**src/rtl/i2c_pkg.sv**
```systemverilog
// Shared types for the single-byte I2C master sequencer:
// transfer states, SCL quarter index and R/W bit values.
package i2c_pkg;

    typedef enum logic [2:0] {
        IDLE,
        START,
        ADDR,
        AACK,
        DATA,
        DACK,
        STOP
    } i2c_state_t;

    typedef enum logic [1:0] {
        Q0,
        Q1,
        Q2,
        Q3
    } quarter_t;

    localparam logic I2C_WR = 1'b0;
    localparam logic I2C_RD = 1'b1;

endpackage

```
**src/rtl/i2c_clk_gen.sv**
```systemverilog
// SCL quarter-period generator: divider plus quarter index.
// hold freezes the divider while a slave stretches SCL.
module i2c_clk_gen
    import i2c_pkg::*;
#(
    parameter int CLK_DIV = 4
) (
    input  logic     clk,
    input  logic     reset_n,
    input  logic     en,
    input  logic     hold,
    output logic     qtick,
    output quarter_t q
);

    localparam int CW = $clog2(CLK_DIV);

    logic [CW-1:0] cnt;

    assign qtick = en && !hold && (cnt == CW'(CLK_DIV - 1));

    always_ff @(posedge clk or negedge reset_n) begin
        if (!reset_n) begin
            cnt <= '0;
            q   <= Q0;
        end else if (!en) begin
            cnt <= '0;
            q   <= Q0;
        end else if (!hold) begin
            if (qtick) begin
                cnt <= '0;
                q   <= quarter_t'(q + 2'd1);
            end else begin
                cnt <= cnt + CW'(1);
            end
        end
    end

endmodule

```
**src/rtl/i2c_master_ctrl.sv**
```systemverilog
// Single-byte I2C master: START, addr+R/W, one data byte, ACK, STOP.
// Define I2C_CLK_STRETCH_EN to honour slave clock stretching on scl_i.
module i2c_master_ctrl
    import i2c_pkg::*;
#(
    parameter int CLK_DIV = 4
) (
    input  logic       clk,
    input  logic       reset_n,
    input  logic       start_req,
    input  logic       rw,
    input  logic [6:0] dev_addr,
    input  logic [7:0] wr_data,
    output logic       busy,
    output logic       done,
    output logic       nack,
    output logic [7:0] rd_data,
    output logic       scl_oe,
    output logic       sda_oe,
    input  logic       scl_i,
    input  logic       sda_i
);

    i2c_state_t state;
    quarter_t   q;
    logic       qtick;
    logic       hold;
    logic [2:0] bit_cnt;
    logic [7:0] shift_r;
    logic [7:0] wr_byte;
    logic       rw_r;

`ifdef I2C_CLK_STRETCH_EN
    assign hold = (q == Q2) && !scl_i;
`else
    logic unused_scl;
    assign unused_scl = scl_i;
    assign hold       = 1'b0;
`endif

    i2c_clk_gen #(
        .CLK_DIV(CLK_DIV)
    ) u_clk_gen (
        .clk    (clk),
        .reset_n(reset_n),
        .en     (busy),
        .hold   (hold),
        .qtick  (qtick),
        .q      (q)
    );

    always_ff @(posedge clk or negedge reset_n) begin
        if (!reset_n) begin
            state   <= IDLE;
            bit_cnt <= '0;
            shift_r <= '0;
            wr_byte <= '0;
            rw_r    <= I2C_WR;
            busy    <= 1'b0;
            done    <= 1'b0;
            nack    <= 1'b0;
            rd_data <= '0;
            scl_oe  <= 1'b0;
            sda_oe  <= 1'b0;
        end else begin
            done <= 1'b0;
            if (state == IDLE) begin
                if (start_req && !busy) begin
                    shift_r <= {dev_addr, rw};
                    wr_byte <= wr_data;
                    rw_r    <= rw;
                    busy    <= 1'b1;
                    nack    <= 1'b0;
                    state   <= START;
                end
            end else if (qtick) begin
                unique case (state)
                    START: begin
                        if (q == Q1) sda_oe <= 1'b1;
                        if (q == Q3) begin
                            scl_oe  <= 1'b1;
                            bit_cnt <= '0;
                            state   <= ADDR;
                        end
                    end
                    ADDR, DATA: begin
                        // read data bits leave SDA to the slave
                        if (q == Q0)
                            sda_oe <= (state == DATA && rw_r == I2C_RD) ?
                                      1'b0 : ~shift_r[7];
                        if (q == Q1) scl_oe <= 1'b0;
                        if (q == Q2) shift_r <= {shift_r[6:0], sda_i};
                        if (q == Q3) begin
                            scl_oe  <= 1'b1;
                            bit_cnt <= bit_cnt + 3'd1;
                            if (bit_cnt == 3'd7) begin
                                state <= (state == ADDR) ? AACK : DACK;
                                if (state == DATA && rw_r == I2C_RD)
                                    rd_data <= shift_r;
                            end
                        end
                    end
                    AACK, DACK: begin
                        if (q == Q0) sda_oe <= 1'b0;
                        if (q == Q1) scl_oe <= 1'b0;
                        if (q == Q2 && sda_i &&
                            (state == AACK || rw_r == I2C_WR))
                            nack <= 1'b1;
                        if (q == Q3) begin
                            scl_oe  <= 1'b1;
                            shift_r <= wr_byte;
                            state   <= (state == AACK && !nack) ? DATA : STOP;
                        end
                    end
                    STOP: begin
                        if (q == Q0) sda_oe <= 1'b1;
                        if (q == Q1) scl_oe <= 1'b0;
                        if (q == Q2) sda_oe <= 1'b0;
                        if (q == Q3) begin
                            state <= IDLE;
                            busy  <= 1'b0;
                            done  <= 1'b1;
                        end
                    end
                    default: ;
                endcase
            end
        end
    end

endmodule

```
**config.mk**
```make
export PLATFORM = sky130hd
export DESIGN_NAME = i2c_master_ctrl
export DESIGN_NICKNAME = d
export VERILOG_FILES = /design/src/rtl/i2c_pkg.sv /design/src/rtl/i2c_clk_gen.sv /design/src/rtl/i2c_master_ctrl.sv
export SDC_FILE = /design/constraint.sdc
export NUM_CORES = 1
export LEC_CHECK = 0
export BUFFER_PORTS_ARGS = -buffer_cell sky130_fd_sc_hd__buf_4
export CAP_MARGIN = 40
export CORE_MARGIN = 1
export CORE_UTILIZATION = 45
export CTS_CLUSTER_SIZE = 8
export DETAILED_ROUTE_END_ITERATION = 7
export MAX_ROUTING_LAYER = met4
export PLACE_DENSITY = 0.65
export SYNTH_ARGS = -nofsm -noshare
export SYNTH_HDL_FRONTEND = slang
export SYNTH_SLANG_ARGS = --single-unit
```
**constraint.sdc**
```tcl
create_clock -name clk -period 2.2 [get_ports clk]
set_input_delay 0 -clock clk [delete_from_list [all_inputs] [get_ports clk]]
set_output_delay 0 -clock clk [all_outputs]
set_load 0.01 [all_outputs]
```
==> results of run 1 <==
==> cells in the final DEF, fill, tap and decap left out, types with 4 or more instances in the layout <==
cell type / n
sky130_fd_sc_hd__o22ai_1: 8
sky130_fd_sc_hd__nand2_1: 18
sky130_fd_sc_hd__inv_1: 4
sky130_fd_sc_hd__buf_4: 46
sky130_fd_sc_hd__ha_1: 7
sky130_fd_sc_hd__a31oi_1: 5
sky130_fd_sc_hd__dfrtp_1: 40
sky130_fd_sc_hd__a21oi_1: 16
sky130_fd_sc_hd__o21ai_0: 16
sky130_fd_sc_hd__nor2_1: 20
sky130_fd_sc_hd__clkbuf_8: 5
sky130_fd_sc_hd__nand3_1: 6
sky130_fd_sc_hd__dlygate4sd3_1: 11
sky130_fd_sc_hd__mux2_2: 34
==> cell families after synthesis <==
group           Yosys count  share of synthesized area [%]
compound gates           61                           17.3
xor+xnor                  1                          0.382
fa+ha+maj                 7                           3.82
buf+inv                  19                           4.31
flops                    40                           43.7
mux                      36                           17.6
simple gates             59                           12.8
==> stage by stage <==
stage,total power [mW],cells,setup slack [ps]
after floorplan,0.762,223,379
after global placement,0.806,321,281
after detailed placement,0.806,321,233
after CTS,1.33,340,250
after global routing,1.37,340,89.0
final,1.32,340,248
==> synth_stat cells (2+ instances only) <==
cell	count
sky130_fd_sc_hd__mux2_2	34
sky130_fd_sc_hd__o21ai_1	2
sky130_fd_sc_hd__clkbuf_1	4
sky130_fd_sc_hd__buf_4	3
sky130_fd_sc_hd__nand2_1	18
sky130_fd_sc_hd__o22ai_1	8
sky130_fd_sc_hd__inv_1	4
sky130_fd_sc_hd__nand2b_1	2
sky130_fd_sc_hd__buf_2	7
sky130_fd_sc_hd__nor4_1	2
sky130_fd_sc_hd__a21oi_1	16
sky130_fd_sc_hd__ha_1	7
sky130_fd_sc_hd__nor2b_1	2
sky130_fd_sc_hd__dfrtp_1	40
sky130_fd_sc_hd__nor2_1	20
sky130_fd_sc_hd__a31oi_1	5
sky130_fd_sc_hd__o21ai_0	16
sky130_fd_sc_hd__and3_1	2
sky130_fd_sc_hd__nand3_1	6
==> worst min-delay path: stages <==
cell and delay (ps):
sky130_fd_sc_hd__buf_4 80, sky130_fd_sc_hd__o22ai_1 50, sky130_fd_sc_hd__a21oi_1 100, sky130_fd_sc_hd__mux2_2 150
==> routing by layer <==
layer | track usage (%) | part of all wire (%)
met1 | 30.3 | 48
met2 | 33.8 | 48
met3 | 4.66 | 3.3
met4 | 7.05 | 1.2
met5 | - | 0
==> where the power goes <==
part / total [mW] / switching, mW / internal, mW / leakage (nW)
Clock: 0.516 / 0.291 / 0.225 / 0.0404
Combinational: 0.0663 / 0.0265 / 0.0398 / 0.719
Sequential: 0.740 / 0.00279 / 0.737 / 0.517
Total: 1.32 / 0.321 / 1.00 / 1.28
==> worst max path at each step <==
stage                             to  slack, ps  cells past startpoint
after floorplan           rd_data[0]        380                      5
after global routing        register         90                      6
after global placement    shift_r[0]        280                      3
after CTS                 shift_r[3]        250                      3
after detailed placement  shift_r[6]        230                      3
final                     rd_data[4]        250                      5
==> cell type report <==
type / instances / area [um2] / area share, %
flip-flops and latches: 40 / 1000 / 35.3
repair buffers: 57 / 455 / 16.0
inverters: 4 / 15.0 / 0.529
clock inverters: 3 / 23.8 / 0.837
multi-input cells: 164 / 1190 / 42.0
well taps: 67 / 83.8 / 2.95
clock buffers: 5 / 68.8 / 2.42
==> registers in the layout (all words and copies together), names as in the netlist, named ones only <==
register,count
rd_data,8
scl_oe,1
bit_cnt,3
busy,1
state,2
nack,1
wr_byte,8
shift_r,8
u_clk_gen.q,2
sda_oe,1
u_clk_gen.cnt,2
done,1
rw_r,1
==> repair_timing <==
action	4_1_cts	5_1_grt
hold buffers	11	0
setup endpoints to repair	0	0
hold endpoints to repair	50	0
==> results by stage, run 1 <==
Outcome:
- The flow ran to the end, and the final reports show no timing, DRC or antenna violations.

STA:
- The relative slew slack is 58.1%.
- Clock skew on the completed layout was measured at 11.2 ps.
- The tightest hold margin is 111 ps.
- Setup repair after global routing left no endpoint under its margin.
- The share of the clock period used by the worst path is 88.7%.
- The highest clock frequency the design can meet is 0.512 GHz.
- After routing, the total negative slack on setup checks comes to 0 ps.
- The count of endpoints failing hold in the final timing report is 0.
- The measured slew at the worst slew-check pin is 628 ps.
- The number of endpoints failing setup at the final stage is 0.
- Counting I/O delays and the setup requirement, the final critical path takes 1950 ps.
- The max-slew violation count is 0.

Worst hold path:
- The worst hold path begins at dev_addr[0].
- In this run the worst hold path is classified as in2reg.
- The endpoint of the worst hold path is shift_r[1].
- The worst hold path passes through 4 cells.

Layout:
- Fill cells in the final layout number 437.
- Cells with a size suffix above 1 make up 34.4% of the layout.
- The end-of-flow core utilization is 58.9%.
- The area growth from synthesis to layout is 23.9%.
- Once layout is done, the placed cells without fillers occupy 2840 um2.
- The net total in the final layout is 300.
- The antenna diode instance count is 0.

Worst setup path:
- The launching instance or port of the critical path is u_clk_gen.q[0].
- The critical path is of the reg2reg type.
- The worst register-to-register path begins at u_clk_gen.q[0].
- The slowest stage of the critical path belongs to the cell sky130_fd_sc_hd__dfrtp_1.
- The worst register-to-register path ends at rd_data[4].
- The worst path buffer plus inverter count is 1.
- The worst setup path is captured at a register.
- The data arrival time at the worst-slack endpoint is 2140 ps.
- The critical path goes through ha_1, nand3_1, nor4_4, buf_4, mux2_2.
- The kind of cell adding the most delay to the critical path is simple AND/OR/NAND/NOR gates.
- The highest fanout seen on the critical path is 9.
- The critical path startpoint category is a register.
- Data on the critical path is required at its endpoint by 2390 ps.
- The minimum setup slack among reg-to-reg paths is 250 ps.
- The number of cells on the worst reg-to-reg path is 5.
- The biggest cell delay along the critical path is 430 ps.

Floorplanning:
- The die covers 5380 um2.
- The die is 73.4 um wide.
- The floorplan die height is 73.4 um.
- The number of primary I/O pins is 34.
- Once the floorplan was initialized, standard cells occupied 47.6% of the core.
- The total number of placement rows is 25.
- The area of the placeable core is 4820 um2.

Detailed routing:
- In this run the remaining antenna-violating nets after routing total 0.
- The total routed wirelength is 5080 um.
- In this run, the number of DRC markers left after iteration 0 of detailed routing was 91.
- Dividing the detail-routed wire length by the instance count gives 14.9 um.
- The number of optimization iterations in the first detailed-route pass is 5.
- The residual DRC count is 0.
- The routed via count is 1872.
- Dividing the detail-routed via count by the number of cells gives 5.51.

Power and ir drop:
- In this run the static leakage power is 1.28 nW.
- The total power divided by cell area is 466 nW/um2.
- The maximum ir drop on the vdd rail is 0.368 mV.

Placed design:
- The post-place instance area is 2640 um2.
- Once detailed placement completed, the half-perimeter wirelength came to 3460 um.
- During placement, the flow inserted port buffers numbering 32.
- At the end of routability-driven placement, the weighted congestion stood at 0.783.

Clock network:
- TritonCTS built the clock tree.
- The buffer type at the clock tree root is sky130_fd_sc_hd__clkbuf_8.
- The largest buffer count on any clock path is 2.
- The total number of H-tree levels is 2.
- The clock reaches the later pin of the worst-skew pair after 310 ps.
- Gates resized during post-CTS repair numbered 0.
- The clock drives 40 sinks.
- The clock buffer count from CTS is 5.
- The total setup buffers inserted after CTS is 0.
- The clock-pin transition on the worst setup and hold timing paths is 90 ps.

Synth:
- The synthesized net count is 251.
- The fraction of registers with async set or reset after synthesis is 100%.
- Sorting the synthesized cells by area gives the leading types as sky130_fd_sc_hd__dfrtp_1, sky130_fd_sc_hd__mux2_2, sky130_fd_sc_hd__ha_1.
- The cell count after synthesis is 223.
- The number of flip-flops and latches in the synthesized netlist is 40.
- The count of distinct cell types in the synthesized netlist is 44.
- The cell type with the largest total area after synthesis is sky130_fd_sc_hd__dfrtp_1.
- The synthesized design contains 0 enable-type register cells.
- The sequential element share of the synthesized area is 43.7%.
- The share of the synthesized area in the top cell type is 43.7%.
- The synthesized cell area is 2290 um2.
- In the synthesized netlist the dominant register cell turns out to be sky130_fd_sc_hd__dfrtp_1.
- The number of warnings printed during yosys synthesis is 0.
- The average instance in the mapped netlist occupies 10.3 um2.

GRT:
- After global routing the overflow that remains totals 0.
- The number of antenna violations at the first check in global routing came to 0.
- Entering global routing, the biggest net connects 41 pins.
- Global routing used 22.4% of the available tracks across all layers.
- The first-pass GRT wire length is 8870 um.
- The via count of the first global-routing pass came to 1821.

Flow run:
- The number of violations of the max-capacitance limit is 0.
Power figures use the tool's default switching activity.
==> inputs of run 2 (changes only) <==
ABC_AREA = 1   (was unset)
CELL_PAD_IN_SITES_DETAIL_PLACEMENT = 0   (was unset)
CELL_PAD_IN_SITES_GLOBAL_PLACEMENT = 1   (was unset)
CORE_UTILIZATION = 41   (was 45)
PLACE_DENSITY = 0.78   (was 0.65)
==> results by stage, run 2 <==
Outcome:
- The flow ran to the end, and the final reports show no timing, DRC or antenna violations.

Detailed routing:
- For this block, the via count after detailed routing is 1889.
- The average wire per cell in the routed design is 11.2 um.
- The residual DRC count is 0.
- The total routed wirelength is 4570 um.
- The remaining antenna violation count after routing is 0.
- The first detailed-routing pass ran for 4 iterations.
- The ratio of routed vias to standard cells is 4.62.
- The count of routing violations after the opening detailed-route iteration is 124.

Layout:
- The post-route standard cell area excluding fillers is 2780 um2.
- At the end of the flow the core is filled with cells to 53.0%.
- The commonest non-fill, non-tap cell in the layout is sky130_fd_sc_hd__nand2_1.
- In the final layout, the share of cells above drive strength 1 is 17.7%.
- In the layout the commonest cells are sky130_fd_sc_hd__nand2_1, sky130_fd_sc_hd__inv_1, sky130_fd_sc_hd__dfrtp_1, sky130_fd_sc_hd__nand3_1, sky130_fd_sc_hd__buf_4.
- Counting the fill cells in the layout gives 528.
- The area growth from synthesis to layout is 21.5%.
- The final layout contains 366 nets.
- The largest registers in the layout are rd_data: 8 flops, shift_r: 8 flops, wr_byte: 8 flops.
- The repair_antennas step left the layout with diodes totalling 0.

Power and ir drop:
- Per report_power, the sequential group accounts for 52.8% of the total.
- The design draws 1.40 mW.
- Cell internal power was estimated by the tool at 1.11 mW.
- The combinational fraction of design power is 4.5%.
- In this run switching power makes up 20.8% of total power.
- VDD sags by at most 0.265 mV.
- The total power divided by cell area is 505 nW/um2.
- In this run, the clock network consumes 42.7% of the power.
- The net switching component of the power is 0.292 mW.
- In this run the static leakage power is 1.46 nW.

Synth:
- The number of flip-flops and latches in the synthesized netlist is 40.
- The average instance area after synthesis is 7.77 um2.
- The fraction of registers with async set or reset after synthesis is 100%.
- The biggest area contributor in the post-synthesis netlist is sky130_fd_sc_hd__dfrtp_1.
- Sorting the synthesized cells by area gives the leading types as sky130_fd_sc_hd__dfrtp_1, sky130_fd_sc_hd__nand2_1, sky130_fd_sc_hd__nand3_1.
- In this run, distinct cell masters in the synthesized netlist total 29.
- After synthesis, the largest area contributor takes up 43.8% of total cell area.
- The synthesized cell area is 2280 um2.
- The most frequently used flop master after synthesis is sky130_fd_sc_hd__dfrtp_1.
- The number of warnings printed during yosys synthesis is 0.
- The cell count after synthesis is 294.
- Sequential cells were found to cover 43.8% of the synthesized design area.
- Sorting the synthesized cells by how often they occur yields sky130_fd_sc_hd__nand2_1, sky130_fd_sc_hd__inv_1, sky130_fd_sc_hd__dfrtp_1.
- Yosys mapped a number of flops with a built-in enable equal to 0.
- The dominant cell by count in the synthesized netlist is sky130_fd_sc_hd__nand2_1.
- The synthesized net count is 322.

Placed design:
- After detailed placement, the total cell area comes to 2560 um2.
- Detailed placement finished with a half-perimeter wire length of 3390 um.
- The number of I/O port buffers is 32.
- The congestion estimate from routability-driven global placement came to 0.823.

Floorplanning:
- The floorplan die height is 76.6 um.
- The total number of placement rows is 26.
- Measured along the x axis, the die boundary spans 76.6 um.
- The initial core utilization is 43.6%.
- The area enclosed by the die boundary is 5870 um2.
- The total area inside the core boundary comes to 5240 um2.
- In this run the count of I/O pins placed on the die edge is 34.

STA:
- For the pin with the worst max-slew slack, the measured transition is 505 ps.
- The count of endpoints failing hold in the final timing report is 0.
- Setup repair after global routing left no endpoint under its margin.
- The time the worst path needs with I/O delays and setup is 1780 ps.
- Derived from the worst setup path, the maximum achievable clock frequency is 0.560 GHz.
- The tightest hold path in the finished design has a slack of 39.4 ps.
- The final setup TNS is 0 ps.
- The max-slew violation count is 0.
- The final critical path takes up 81.1% of the cycle.
- The clock arrives with 4.25 ps of skew.
- The number of endpoints failing setup at the final stage is 0.
- The relative slew slack is 66.2%.

Worst setup path:
- For the worst setup path, the data arrival time is 1940 ps.
- By startpoint and endpoint, the worst setup path is classified as reg2reg.
- The data required time at the worst endpoint is 2360 ps.
- In this run the worst path has a maximum fanout of 17.
- The critical path startpoint category is a register.
- The worst setup path is captured at a register.

Flow run:
- Across the run, the number of max-cap violations was 0.

GRT:
- Entering global routing, the biggest net connects 41 pins.
- The first global-routing pass estimated 8250 um of wire.
- The global-route usage over all layers is 18.1%.
- The number of antenna violations at the first check in global routing is 0.
- The via count of the first global-routing pass is 1795.
- The residual overflow from global routing is 0.

Clock network:
- The cell sitting at the root of the clock tree is a sky130_fd_sc_hd__clkbuf_8.
- Post-CTS repair changed the size of 0 cells.
- The sink count of the clock tree is 40.
- Clock latency on the worst-skew pair, taken at its later pin, is 290 ps.
- The total number of H-tree levels is 2.
- The clock buffer count from CTS is 5.
- TritonCTS built the clock tree.
- The largest buffer count on any clock path is 2.
- After clock tree synthesis, the clock-pin slew on the worst setup and hold paths is 80 ps.
- The total setup buffers inserted after CTS is 0.

Worst hold path:
- The path class of the tightest hold or removal check is in2reg.
run 2: cell count changes after synthesis, moves of 11 or more:
cell	delta
sky130_fd_sc_hd__mux2_2	-34
sky130_fd_sc_hd__nand3_1	+33
sky130_fd_sc_hd__nand2_1	+82
sky130_fd_sc_hd__a21oi_1	-13
sky130_fd_sc_hd__inv_1	+38
sky130_fd_sc_hd__nor2_1	-11
run 2: timing repair:
item,4_1_cts,5_1_grt
setup endpoints to repair,0,0
hold endpoints to repair,49,0
hold buffers,10,0
run 2: area by class of cell:
class | instances | area, um2 | share of cell area, %
clock inverter | 3 | 42.5 | 1.53
inverter | 46 | 178 | 6.40
sequential | 40 | 1000 | 36.1
multi-input combinational | 201 | 1040 | 37.6
clock buffer | 5 | 68.8 | 2.48
timing repair buffer | 44 | 355 | 12.8
tap | 70 | 87.6 | 3.16
run 2: cells by family (layout without fill, tap and decap cells):
kind of cell / Yosys count / after routing / share of synthesized area [%]
AOI/OAI and AO/OA: 27 / 27 / 6.47
adders and majority gates: 7 / 7 / 3.84
xor gates and xnor gates: 2 / 2 / 0.767
DFF: 40 / 40 / 43.8
buffers and inverters: 53 / 98 / 10.5
and+or+nand+nor: 165 / 165 / 34.6
run 2: path summary, 6_finish.rpt:
kind	from	endpoint	slack, ps	cells past startpoint
setup / recovery	state[1]	rd_data[5]	420	5
hold / removal	dev_addr[3]	shift_r[4]	40	5
setup reg to reg	state[1]	rd_data[5]	420	5
hold reg to reg	u_clk_gen.cnt[0]	u_clk_gen.cnt[0]	430	1
max in group asynchronous	reset_n	rd_data[2]	1650	2
min in group asynchronous	reset_n	u_clk_gen.cnt[1]	210	2
run 2: critical path: stages, from the launching register on:
cell and delay [ps]:
sky130_fd_sc_hd__dfrtp_1 580, sky130_fd_sc_hd__nor2_4 130, sky130_fd_sc_hd__nand2_4 220, sky130_fd_sc_hd__nand3_4 140, sky130_fd_sc_hd__nor3_4 420, sky130_fd_sc_hd__o21ai_0 150
run 2: metal layers:
layer  vias to the layer above  share of wire (%)  GRT usage [%]  wire (um)
li1                       1015                  -              -          -
met1                       837                 52           25.4       2390
met2                        29                 44           26.6       1990
met3                         8                2.9           3.59        132
met4                         0                1.2           4.62         55
met5                         -                  0              -          0
run 2: power by group through the flow:
stage | Sequential (mW) | Clock (mW) | Combinational [mW]
floorplan | 0.754 | 0 | 0.00905
global placement | 0.755 | 0 | 0.0515
detailed placement | 0.755 | 0 | 0.0512
CTS | 0.740 | 0.614 | 0.0651
global route | 0.740 | 0.646 | 0.0715
finish | 0.740 | 0.598 | 0.0634
run 2: through the flow:
step	worst slack, ps	instances
after floorplan	820	294
after detailed placement	389	391
final	415	409
after global routing	225	409
after CTS	378	409
after global placement	468	391
